File: config.mk
export PLATFORM = sky130hd
export DESIGN_NAME = accum_reduce_issue_flat
export DESIGN_NICKNAME = d
export VERILOG_FILES = /design/src/rtl/accum_reduce_issue_pkg.sv /design/src/rtl/accum_reduce_issue_if.sv /design/src/rtl/accum_reduce_issue_alu.sv /design/src/rtl/accum_reduce_issue.sv /design/src/flat_wrapper.sv
export SDC_FILE = /design/constraint.sdc
export NUM_CORES = 1
export LEC_CHECK = 0
export CORE_ASPECT_RATIO = 0.5
export CORE_MARGIN = 2
export CORE_UTILIZATION = 60
export CTS_BUF_LIST = sky130_fd_sc_hd__clkbuf_8
export DETAILED_ROUTE_END_ITERATION = 16
export PLACE_DENSITY = 0.86
export SLEW_MARGIN = 40
export SYNTH_ARGS = -nofsm -noshare
export SYNTH_HDL_FRONTEND = slang
export SYNTH_SLANG_ARGS = --single-unit
File: constraint.sdc
create_clock -name clk -period 8 [get_ports clk]
set_input_delay 1.6 -clock clk [delete_from_list [all_inputs] [get_ports clk]]
set_output_delay 1.6 -clock clk [all_outputs]
set_load 0.01 [all_outputs]
File: src/rtl/accum_reduce_issue_pkg.sv
// Shared types and constants for the operand-set reduction block.
// Opcode and FSM state encodings live here so the bench and RTL agree on them.
package accum_pkg;

    localparam int WIDTH_DEF = 8;
    localparam int NUM_OPS   = 3;

    typedef enum logic [2:0] {
        OP_ADD  = 3'b000,
        OP_SUB  = 3'b001,
        OP_AND  = 3'b010,
        OP_OR   = 3'b011,
        OP_XOR  = 3'b100,
        OP_MAX  = 3'b101,
        OP_MIN  = 3'b110,
        OP_PASS = 3'b111
    } op_e;

    typedef enum logic [1:0] {
        IDLE   = 2'd0,
        REDUCE = 2'd1,
        HOLD   = 2'd2
    } state_e;

    // Operand count for a {r2,r1,r0} valid pattern; 0 marks a pattern that must be rejected.
    function automatic logic [1:0] valid_count(input logic [2:0] valid);
        case (valid)
            3'b001:  valid_count = 2'd1;
            3'b011:  valid_count = 2'd2;
            3'b111:  valid_count = 2'd3;
            default: valid_count = 2'd0;
        endcase
    endfunction

endpackage

File: src/rtl/accum_reduce_issue_if.sv
// Operand-set input and result handshake bundle for accum_reduce_issue.
// slave is the reduction block, master is the accumulator/writeback side.
interface accum_reduce_issue_if #(parameter int WIDTH = accum_pkg::WIDTH_DEF);
    import accum_pkg::*;

    logic             done;
    op_e              op;
    logic [WIDTH-1:0] r0;
    logic [WIDTH-1:0] r1;
    logic [WIDTH-1:0] r2;
    logic             r0_valid;
    logic             r1_valid;
    logic             r2_valid;
    logic             in_ready;
    logic [WIDTH-1:0] result;
    logic             carry;
    logic             zero;
    logic             result_valid;
    logic             result_ready;
    logic             set_err;
    logic             busy;

    modport slave (
        input  done, op, r0, r1, r2, r0_valid, r1_valid, r2_valid, result_ready,
        output in_ready, result, carry, zero, result_valid, set_err, busy
    );

    modport master (
        output done, op, r0, r1, r2, r0_valid, r1_valid, r2_valid, result_ready,
        input  in_ready, result, carry, zero, result_valid, set_err, busy
    );

endinterface

File: src/rtl/accum_reduce_issue_alu.sv
// Single combinational fold step y = a op b, with carry (ADD) or borrow (SUB) out.
module reduce_alu
    import accum_pkg::*;
#(
    parameter int WIDTH = WIDTH_DEF
) (
    input  logic [WIDTH-1:0] a,
    input  logic [WIDTH-1:0] b,
    input  op_e              op,
    output logic [WIDTH-1:0] y,
    output logic             cout
);

    // NOTE: every output gets a default before the case so no path leaves it unassigned (no latch).
    always_comb begin
        y    = a;
        cout = 1'b0;
        case (op)
            OP_ADD:  {cout, y} = {1'b0, a} + {1'b0, b};
            OP_SUB: begin
                y    = a - b;
                cout = (a < b);
            end
            OP_AND:  y = a & b;
            OP_OR:   y = a | b;
            OP_XOR:  y = a ^ b;
            OP_MAX:  y = (a > b) ? a : b;
            OP_MIN:  y = (a < b) ? a : b;
            default: y = a;
        endcase
    end

endmodule

File: src/rtl/accum_reduce_issue.sv
// Folds one operand set left-to-right, one operand per cycle, and offers the result on valid/ready.
// Optional `ACCUM_REDUCE_STATS_EN adds saturating hand-off and error counters.
module accum_reduce_issue
    import accum_pkg::*;
#(
    parameter int WIDTH = WIDTH_DEF
) (
    input  logic                 clk,
    input  logic                 rst_n,
    accum_reduce_issue_if.slave  bus
`ifdef ACCUM_REDUCE_STATS_EN
    ,
    output logic [15:0]          stat_sets,
    output logic [15:0]          stat_errs
`endif
);

    state_e           state;
    state_e           state_nxt;
    logic [WIDTH-1:0] opnd [NUM_OPS];
    op_e              op_q;
    logic [1:0]       idx;
    logic [1:0]       count;
    logic [WIDTH-1:0] acc;
    logic             cy_acc;

    logic [1:0]       in_count;
    logic             accept;
    logic             err_cond;
    logic             handoff;
    logic [WIDTH-1:0] alu_b;
    logic [WIDTH-1:0] alu_y;
    logic             alu_cout;

    assign in_count = valid_count({bus.r2_valid, bus.r1_valid, bus.r0_valid});

    // NOTE: sequential state uses non-blocking assignments so every register samples pre-edge values.
    always_ff @(posedge clk or negedge rst_n) begin
        if (!rst_n) state <= IDLE;
        else        state <= state_nxt;
    end

    always_comb begin
        state_nxt = state;
        case (state)
            IDLE:    if (accept) state_nxt = (in_count == 2'd1) ? HOLD : REDUCE;
            REDUCE:  if (idx == count - 2'd1) state_nxt = HOLD;
            HOLD:    if (handoff) state_nxt = IDLE;
            default: state_nxt = IDLE;
        endcase
    end

    // A done outside IDLE, or with an illegal valid pattern, is dropped and flagged.
    always_comb begin
        bus.in_ready = (state == IDLE);
        bus.busy     = (state != IDLE);
        accept       = bus.done && (state == IDLE) && (in_count != 2'd0);
        err_cond     = bus.done && ((state != IDLE) || (in_count == 2'd0));
        handoff      = (state == HOLD) && bus.result_valid && bus.result_ready;
    end

    always_comb begin
        case (idx)
            2'd0:    alu_b = opnd[0];
            2'd1:    alu_b = opnd[1];
            default: alu_b = opnd[2];
        endcase
    end

    reduce_alu #(.WIDTH(WIDTH)) u_alu (
        .a    (acc),
        .b    (alu_b),
        .op   (op_q),
        .y    (alu_y),
        .cout (alu_cout)
    );

    // NOTE: the operand registers are reset too, so an aborted set leaves nothing behind.
    always_ff @(posedge clk or negedge rst_n) begin
        if (!rst_n) begin
            for (int i = 0; i < NUM_OPS; i++) opnd[i] <= '0;
            op_q             <= OP_ADD;
            idx              <= 2'd0;
            count            <= 2'd0;
            acc              <= '0;
            cy_acc           <= 1'b0;
            bus.result       <= '0;
            bus.carry        <= 1'b0;
            bus.zero         <= 1'b0;
            bus.result_valid <= 1'b0;
            bus.set_err      <= 1'b0;
        end else begin
            bus.set_err <= err_cond;
            case (state)
                IDLE: begin
                    if (accept) begin
                        opnd[0] <= bus.r0;
                        opnd[1] <= bus.r1;
                        opnd[2] <= bus.r2;
                        op_q    <= bus.op;
                        count   <= in_count;
                        acc     <= bus.r0;
                        cy_acc  <= 1'b0;
                        idx     <= 2'd1;
                    end
                end
                REDUCE: begin
                    acc    <= alu_y;
                    cy_acc <= cy_acc | alu_cout;
                    idx    <= idx + 2'd1;
                end
                HOLD: begin
                    // Flags are captured once on entry so they stay frozen while stalled.
                    if (!bus.result_valid) begin
                        bus.result_valid <= 1'b1;
                        bus.result       <= acc;
                        bus.carry        <= cy_acc;
                        bus.zero         <= (acc == '0);
                    end else if (bus.result_ready) begin
                        bus.result_valid <= 1'b0;
                    end
                end
                default: ;
            endcase
        end
    end

`ifdef ACCUM_REDUCE_STATS_EN
    always_ff @(posedge clk or negedge rst_n) begin
        if (!rst_n) begin
            stat_sets <= '0;
            stat_errs <= '0;
        end else begin
            if (handoff && stat_sets != 16'hFFFF)     stat_sets <= stat_sets + 16'd1;
            if (bus.set_err && stat_errs != 16'hFFFF) stat_errs <= stat_errs + 16'd1;
        end
    end
`endif

endmodule

File: src/flat_wrapper.sv
// flat-port wrapper written by rule: the top's interface ports become plain ports
module accum_reduce_issue_flat import accum_pkg::*;
#(
    parameter int WIDTH = WIDTH_DEF
)
  (clk, rst_n, bus_done, bus_op, bus_r0, bus_r1, bus_r2, bus_r0_valid, bus_r1_valid, bus_r2_valid, bus_result_ready, bus_in_ready, bus_result, bus_carry, bus_zero, bus_result_valid, bus_set_err, bus_busy);
  accum_reduce_issue_if #(.WIDTH(WIDTH)) bus_i ();
  input  logic clk;
  input  logic rst_n;
  input wire logic [$bits(bus_i.done)-1:0] bus_done;
  input wire logic [$bits(bus_i.op)-1:0] bus_op;
  input wire logic [$bits(bus_i.r0)-1:0] bus_r0;
  input wire logic [$bits(bus_i.r1)-1:0] bus_r1;
  input wire logic [$bits(bus_i.r2)-1:0] bus_r2;
  input wire logic [$bits(bus_i.r0_valid)-1:0] bus_r0_valid;
  input wire logic [$bits(bus_i.r1_valid)-1:0] bus_r1_valid;
  input wire logic [$bits(bus_i.r2_valid)-1:0] bus_r2_valid;
  input wire logic [$bits(bus_i.result_ready)-1:0] bus_result_ready;
  output wire logic [$bits(bus_i.in_ready)-1:0] bus_in_ready;
  output wire logic [$bits(bus_i.result)-1:0] bus_result;
  output wire logic [$bits(bus_i.carry)-1:0] bus_carry;
  output wire logic [$bits(bus_i.zero)-1:0] bus_zero;
  output wire logic [$bits(bus_i.result_valid)-1:0] bus_result_valid;
  output wire logic [$bits(bus_i.set_err)-1:0] bus_set_err;
  output wire logic [$bits(bus_i.busy)-1:0] bus_busy;
  assign bus_i.done = bus_done;
  assign bus_i.op = bus_op;
  assign bus_i.r0 = bus_r0;
  assign bus_i.r1 = bus_r1;
  assign bus_i.r2 = bus_r2;
  assign bus_i.r0_valid = bus_r0_valid;
  assign bus_i.r1_valid = bus_r1_valid;
  assign bus_i.r2_valid = bus_r2_valid;
  assign bus_i.result_ready = bus_result_ready;
  assign bus_in_ready = bus_i.in_ready;
  assign bus_result = bus_i.result;
  assign bus_carry = bus_i.carry;
  assign bus_zero = bus_i.zero;
  assign bus_result_valid = bus_i.result_valid;
  assign bus_set_err = bus_i.set_err;
  assign bus_busy = bus_i.busy;
  accum_reduce_issue #(.WIDTH(WIDTH)) u_core (.clk(clk), .rst_n(rst_n), .bus(bus_i));
endmodule
==> results of run 1 <==
layer usage:
layer	GRT usage	vias to the layer above	part of all wire
met2	0.457	185	0.43
met1	0.458	1554	0.46
met4	0.0654	0	0.016
met5	0	-	0
li1	-	1585	-
met3	0.0440	15	0.091
state kept, by name, summed over array words and instances (netlist names), 2 cells and up:
| name | count |
|---|---|
| u_core.opnd | 24 |
| u_core.acc | 8 |
| u_core.bus.result | 8 |
| u_core.op_q | 3 |
| u_core.count | 2 |
| u_core.idx | 2 |
| u_core.state | 2 |
how the worst min path moves through the flow:
stage | from | depth (start not counted) | to | slack [ns]
finish | u_core.opnd[22]$_DFFE_PN0P_ | 2 | u_core.opnd[22]$_DFFE_PN0P_ | 0.49
global route | u_core.opnd[22]$_DFFE_PN0P_ | 2 | u_core.opnd[22]$_DFFE_PN0P_ | 0.53
CTS | u_core.opnd[15]$_DFFE_PN0P_ | 2 | u_core.opnd[15]$_DFFE_PN0P_ | 0.49
detailed placement | u_core.opnd[22]$_DFFE_PN0P_ | 2 | u_core.opnd[22]$_DFFE_PN0P_ | 0.47
global placement | u_core.opnd[20]$_DFFE_PN0P_ | 2 | u_core.opnd[20]$_DFFE_PN0P_ | 0.46
floorplan | u_core.opnd[0]$_DFFE_PN0P_ | 2 | u_core.opnd[0]$_DFFE_PN0P_ | 0.45
through the flow:
stage / hold WS, ns / cells / util / setup WS [ns] / area [um^2]
after floorplan: 0.446 / 431 / - / 4.63 / 3690
after global placement: 0.461 / 538 / 0.699 / 4.05 / 4200
after detailed placement: 0.468 / 538 / 0.699 / 3.98 / 4200
after CTS: 0.495 / 546 / 0.716 / 3.89 / 4300
after global routing: 0.528 / 546 / 0.716 / 3.66 / 4300
final: 0.492 / 546 / 0.716 / 3.81 / 4300
worst reg2reg max path, cell delays in order, from the launching register on:
cell,delay (ns)
dfrtp_1,0.42
inv_1,0.07
ha_1,0.31
nor2_1,0.44
a21oi_1,0.27
ha_1,0.50
nand2b_1,0.28
a2111oi_4,0.44
o21ai_2,0.15
a211oi_1,0.30
o31a_1,0.55
mux2_4,0.36
cells by family (layout without fill, tap and decap cells):
kind of cell / Yosys count / in the layout / synth area share
simple gates: 167 / 167 / 0.202
compound gates: 112 / 112 / 0.218
flops: 54 / 54 / 0.366
buf+inv: 49 / 87 / 0.0532
fa+ha+maj: 28 / 28 / 0.0989
mux: 16 / 16 / 0.0505
xor+xnor: 5 / 5 / 0.0119
Yosys cell counts (8+ instances only):
master / instances
inv_1: 27
nand2b_1: 8
nand2_1: 108
mux2_2: 9
a31oi_1: 8
a22o_1: 8
nor2_1: 15
clkbuf_1: 13
a21oi_1: 20
o21ai_0: 16
dfrtp_1: 54
a21o_1: 8
nor2b_1: 11
ha_1: 26
cell type report:
class,count,area share
sequential,54,0.314
clock buffer,6,0.0192
timing repair buffer,51,0.115
inverter,28,0.0244
tap,77,0.0224
clock inverter,2,0.00407
multi-input combinational,328,0.500
==> impl_metrics.json, run 1 <==
{
  "routed_via_density": 6.12,
  "synth-seq-area-share": 0.366,
  "skew_ns": 0.00926,
  "arrival_ns": 4.39,
  "hp-class": "flop to flop",
  "reg2reg_to": "u_core.acc[1]$_DFFE_PN0P_",
  "endpoint": "u_core.acc[1]$_DFFE_PN0P_",
  "cts-htree-levels": 2,
  "critical_path_peak_fanout": 11,
  "syn_to_final_growth_pct": 16.5,
  "rsz0062_at_grt": "no",
  "cp-start-kind": "flop",
  "outcome": "complete, no violations",
  "multi_input_area_um2": 2150,
  "dr.pass1.iters": 5,
  "synth-seq-cells": 54,
  "hold_buffers": 0,
  "synth.top_cells.by_area": "dfrtp_1 (37%), nand2_1 (11%), ha_1 (8.8%)",
  "wl_per_cell_um": 17.6,
  "drc": 0,
  "initial_core_util": 0.615,
  "max_cap_viol_count": 0,
  "avgSynthCellArea_um2": 8.57,
  "worst-path-stages": 11,
  "max-slew-margin-rel": 0.475,
  "finalCriticalPeriod_ns": 4.19,
  "clock_latency_ns": 0.31,
  "worstPathRequired_ns": 8.21,
  "rrSetupSlack_ns": 3.81,
  "path_cells": "inv_1 -> ha_1 -> nor2_1 -> a21oi_1 -> ha_1 -> nand2b_1 -> a2111oi_4 -> o21ai_2 -> a211oi_1 -> o31a_1 -> mux2_4",
  "crit_slowest_cell": "o31a_1",
  "grt_usage": 0.301,
  "mostFrequentLayoutCells": "nand2_1 (107), dfrtp_1 (53), clkdlybuf4s50_1 (46)",
  "cts_setup_buffers": 0,
  "yosys_warnings": 0,
  "hpwlAfterDp_mm": 6.91,
  "cts.repair.resized": 0,
  "wirelength_mm": 9.63,
  "cpPeakStageDelay_ns": 0.55,
  "cp-end-kind": "flop",
  "cts.sinks": 54,
  "gp_congestion": 0.952,
  "setup_tns_ns": 0,
  "regArea_um2": 1350,
  "fp.coreArea_um2": 6010,
  "synth_edf_count": 0,
  "antenna_left": 0,
  "hold_viol": 0,
  "antennaDiodeCount": 0,
  "grt_overflow": 0,
  "cts_buffers": 5,
  "cts_tree": "done",
  "nets": 530,
  "portBuffers": 47,
  "worstSetupStartpoint": "u_core.idx[0]$_DFFE_PN0P_",
  "antenna_found_initial": 0,
  "grt_pass1_vias": 3054,
  "drive_gt1_frac": 0.0746,
  "layout_commonest_cell": "nand2_1",
  "clockBufferDepth": 2,
  "synth_nets": 493,
  "synth_top_area_frac": 0.366,
  "fillerInstances": 455,
  "netlist-cell-type-count": 59,
  "io_pins": 48,
  "max_freq_mhz": 239,
  "r2r-start": "u_core.idx[0]$_DFFE_PN0P_",
  "grt_pass1_wl_mm": 15.7,
  "syn_area_um2": 3690,
  "slew_violations": 0,
  "rows": 20,
  "cpMostUsedCell": "ha_1",
  "path_buf_inv": 1,
  "path_clk_slew_ns": 0.10,
  "vias": 3339,
  "postSynth.topFlopCell": "dfrtp_1",
  "async_flop_share": 1.00,
  "dieArea_um2": 6840,
  "r2r_cells": 11,
  "chipWidth_um": 115,
  "synth_area_leader_cell": "dfrtp_1",
  "cts-root-buf": "clkbuf_8",
  "critical_path_class": "flop to flop",
  "worst_slew_pin_slew_ns": 0.788,
  "timing.final.crit_share": 0.523,
  "drt_iter0_drc": 325,
  "grt_max_degree": 55,
  "syn_inst": 431,
  "die_y_um": 59.5,
  "finalSetupViolCount": 0,
  "cpLargestDelayFamily": "compound AO/OA/AOI/OAI gates"
}
Power of run 1 is left out: the tool's default activity adds up to more than one toggle a clock period on the data nets, which glitch-free logic cannot reach.
==> run 2, diff against run 1 <==
- CORE_UTILIZATION: 60 -> 52
- PLACE_DENSITY: 0.86 -> 0.79
- clock period: 8 -> 3.48 ns (I/O delays scaled with it)
==> impl_metrics.json, run 2 (synthesis gave the netlist of run 1 again) <==
{
  "rows": 21,
  "cts-root-buf": "clkbuf_8",
  "hpwlAfterDp_mm": 7.68,
  "finalPower_uw": 5560,
  "p_leak_uw": 0.00215,
  "layout_commonest_cell": "nand2_1",
  "drive_gt1_frac": 0.140,
  "nets": 554,
  "drc": 0,
  "syn_to_final_growth_pct": 23.8,
  "cts-htree-levels": 2,
  "hp-class": "input port to async pin",
  "p_per_area_nw_per_um2": 1220,
  "drt_iter0_drc": 327,
  "cts_buffers": 5,
  "chipWidth_um": 123,
  "routed_via_density": 5.90,
  "antennaDiodeCount": 0,
  "clockBufferDepth": 2,
  "critical_path_peak_fanout": 6,
  "initial_core_util": 0.545,
  "antenna_found_initial": 0,
  "regMostFlops": "u_core.opnd",
  "whs_ns": 0.281,
  "max_freq_mhz": 297,
  "antenna_left": 0,
  "fp.coreArea_um2": 6780,
  "hold_buffers": 0,
  "timing.final.ws_setup_ns": 0.110,
  "slew_violations": 0,
  "gp_congestion": 0.995,
  "grt_pass1_vias": 3321,
  "worst_slew_pin_slew_ns": 0.830,
  "cts.sinks": 54,
  "vias": 3449,
  "worstPathRequired_ns": 3.71,
  "timing.final.crit_share": 0.968,
  "grt_overflow": 0,
  "dr.pass1.iters": 5,
  "cp-end-kind": "flop",
  "path_clk_slew_ns": 0.11,
  "outcome": "complete, no violations",
  "dieArea_um2": 7830,
  "grt_pass1_wl_mm": 16.9,
  "finalCriticalPeriod_ns": 3.37,
  "cp-start-kind": "flop",
  "wirelength_mm": 10.5,
  "largest_reg_flops": 24,
  "grt_usage": 0.282,
  "reg_top3": "u_core.opnd (24), u_core.acc (8), u_core.bus.result (8)",
  "clock_latency_ns": 0.33,
  "critical_path_class": "flop to flop",
  "finalSetupViolCount": 0,
  "skew_ns": 0.0128,
  "grt_max_degree": 28,
  "portBuffers": 47,
  "cts_tree": "done",
  "wl_per_cell_um": 18.0,
  "ir_drop_v": 0.000459,
  "hold_viol": 0,
  "max-slew-margin-rel": 0.446,
  "mostFrequentLayoutCells": "nand2_1 (108), dfrtp_1 (53), clkdlybuf4s50_1 (46)",
  "post-place-ws_ns": -0.0617,
  "max_cap_viol_count": 0,
  "io_pins": 48,
  "arrival_ns": 3.60,
  "die_y_um": 63.6
}
-- run 2: changes by cell type in the layout (fill, tap and decap cells not counted), sizes merged --
cell and delta:
buf +24, bufinv +1, clkbuf -1, clkinv -1, inv +1
-- run 2: cell type report --
class                           instances  area [um^2]
Clock buffer                            5         68.8
Clock inverter                          3         47.5
Fill cell                             545         2210
Inverter                               28          105
Multi-Input combinational cell        328         2210
Sequential cell                        54         1350
Tap cell                               92          115
Timing Repair Buffer                   75          676
-- run 2: final timing paths --
path	start	end	slack, ns	cells after the start
setup reg to reg	u_core.idx[1]$_DFFE_PN0P_	u_core.acc[5]$_DFFE_PN0P_	0.11	15
min in group clk	u_core.opnd[6]$_DFFE_PN0P_	u_core.opnd[6]$_DFFE_PN0P_	0.49	2
hold reg to reg	u_core.opnd[6]$_DFFE_PN0P_	u_core.opnd[6]$_DFFE_PN0P_	0.49	2
setup / recovery	u_core.idx[1]$_DFFE_PN0P_	u_core.acc[5]$_DFFE_PN0P_	0.11	15
hold / removal	rst_n	u_core.opnd[8]$_DFFE_PN0P_	0.28	1
max in group asynchronous	rst_n	u_core.op_q[1]$_DFFE_PN0P_	2.55	2
-- run 2: where the power goes --
group / total, uW / switching [uW] / internal (uW)
clock: 466 / 247 / 219
combinational: 3840 / 2120 / 1730
sequential: 1260 / 340 / 916
total: 5560 / 2700 / 2860
-- run 2: metrics by stage --
stage	utilization	cells	cell area (um^2)	TNS, ns
5_1_grt	0.675	585	4570	-0.0957
4_1_cts	0.666	585	4510	0
2_1_floorplan	-	431	3690	0
3_5_place_dp	0.647	576	4390	-0.233
6_report	0.675	585	4570	0
3_3_place_gp	0.647	576	4390	0
-- run 2: timing repair --
item                       CTS  global route
pin swaps                    1             3
setup buffers                1             0
cloned                       0             0
resized for setup            1            15
setup endpoints to repair    8             8
-- run 2: layer usage --
layer  GRT usage  share of wire  up-vias
met5           0              0        -
met4      0.0625          0.012        0
met3      0.0625           0.10       16
met2       0.418           0.43      181
met1       0.419           0.45     1628
li1            -              -     1624
-- run 2: critical path, cell delays in order (launching register included) --
cell       delay, ns
dfrtp_1         0.39
inv_1           0.12
ha_4            0.21
a22o_1          0.22
a21oi_2         0.15
inv_1           0.09
ha_2            0.20
inv_2           0.07
fa_2            0.25
nand2b_4        0.09
a2111oi_4       0.39
o21ai_2         0.12
and3_4          0.19
o31a_1          0.32
buf_4           0.17
mux2_4          0.29
Power figures use the tool's default switching activity.
==> run 3, diff against run 2 <==
- CAP_MARGIN: unset -> 15
- SLEW_MARGIN: 40 -> unset
==> results of run 3 <==
Final layout, timing and power as in run 2 (identical DEF).
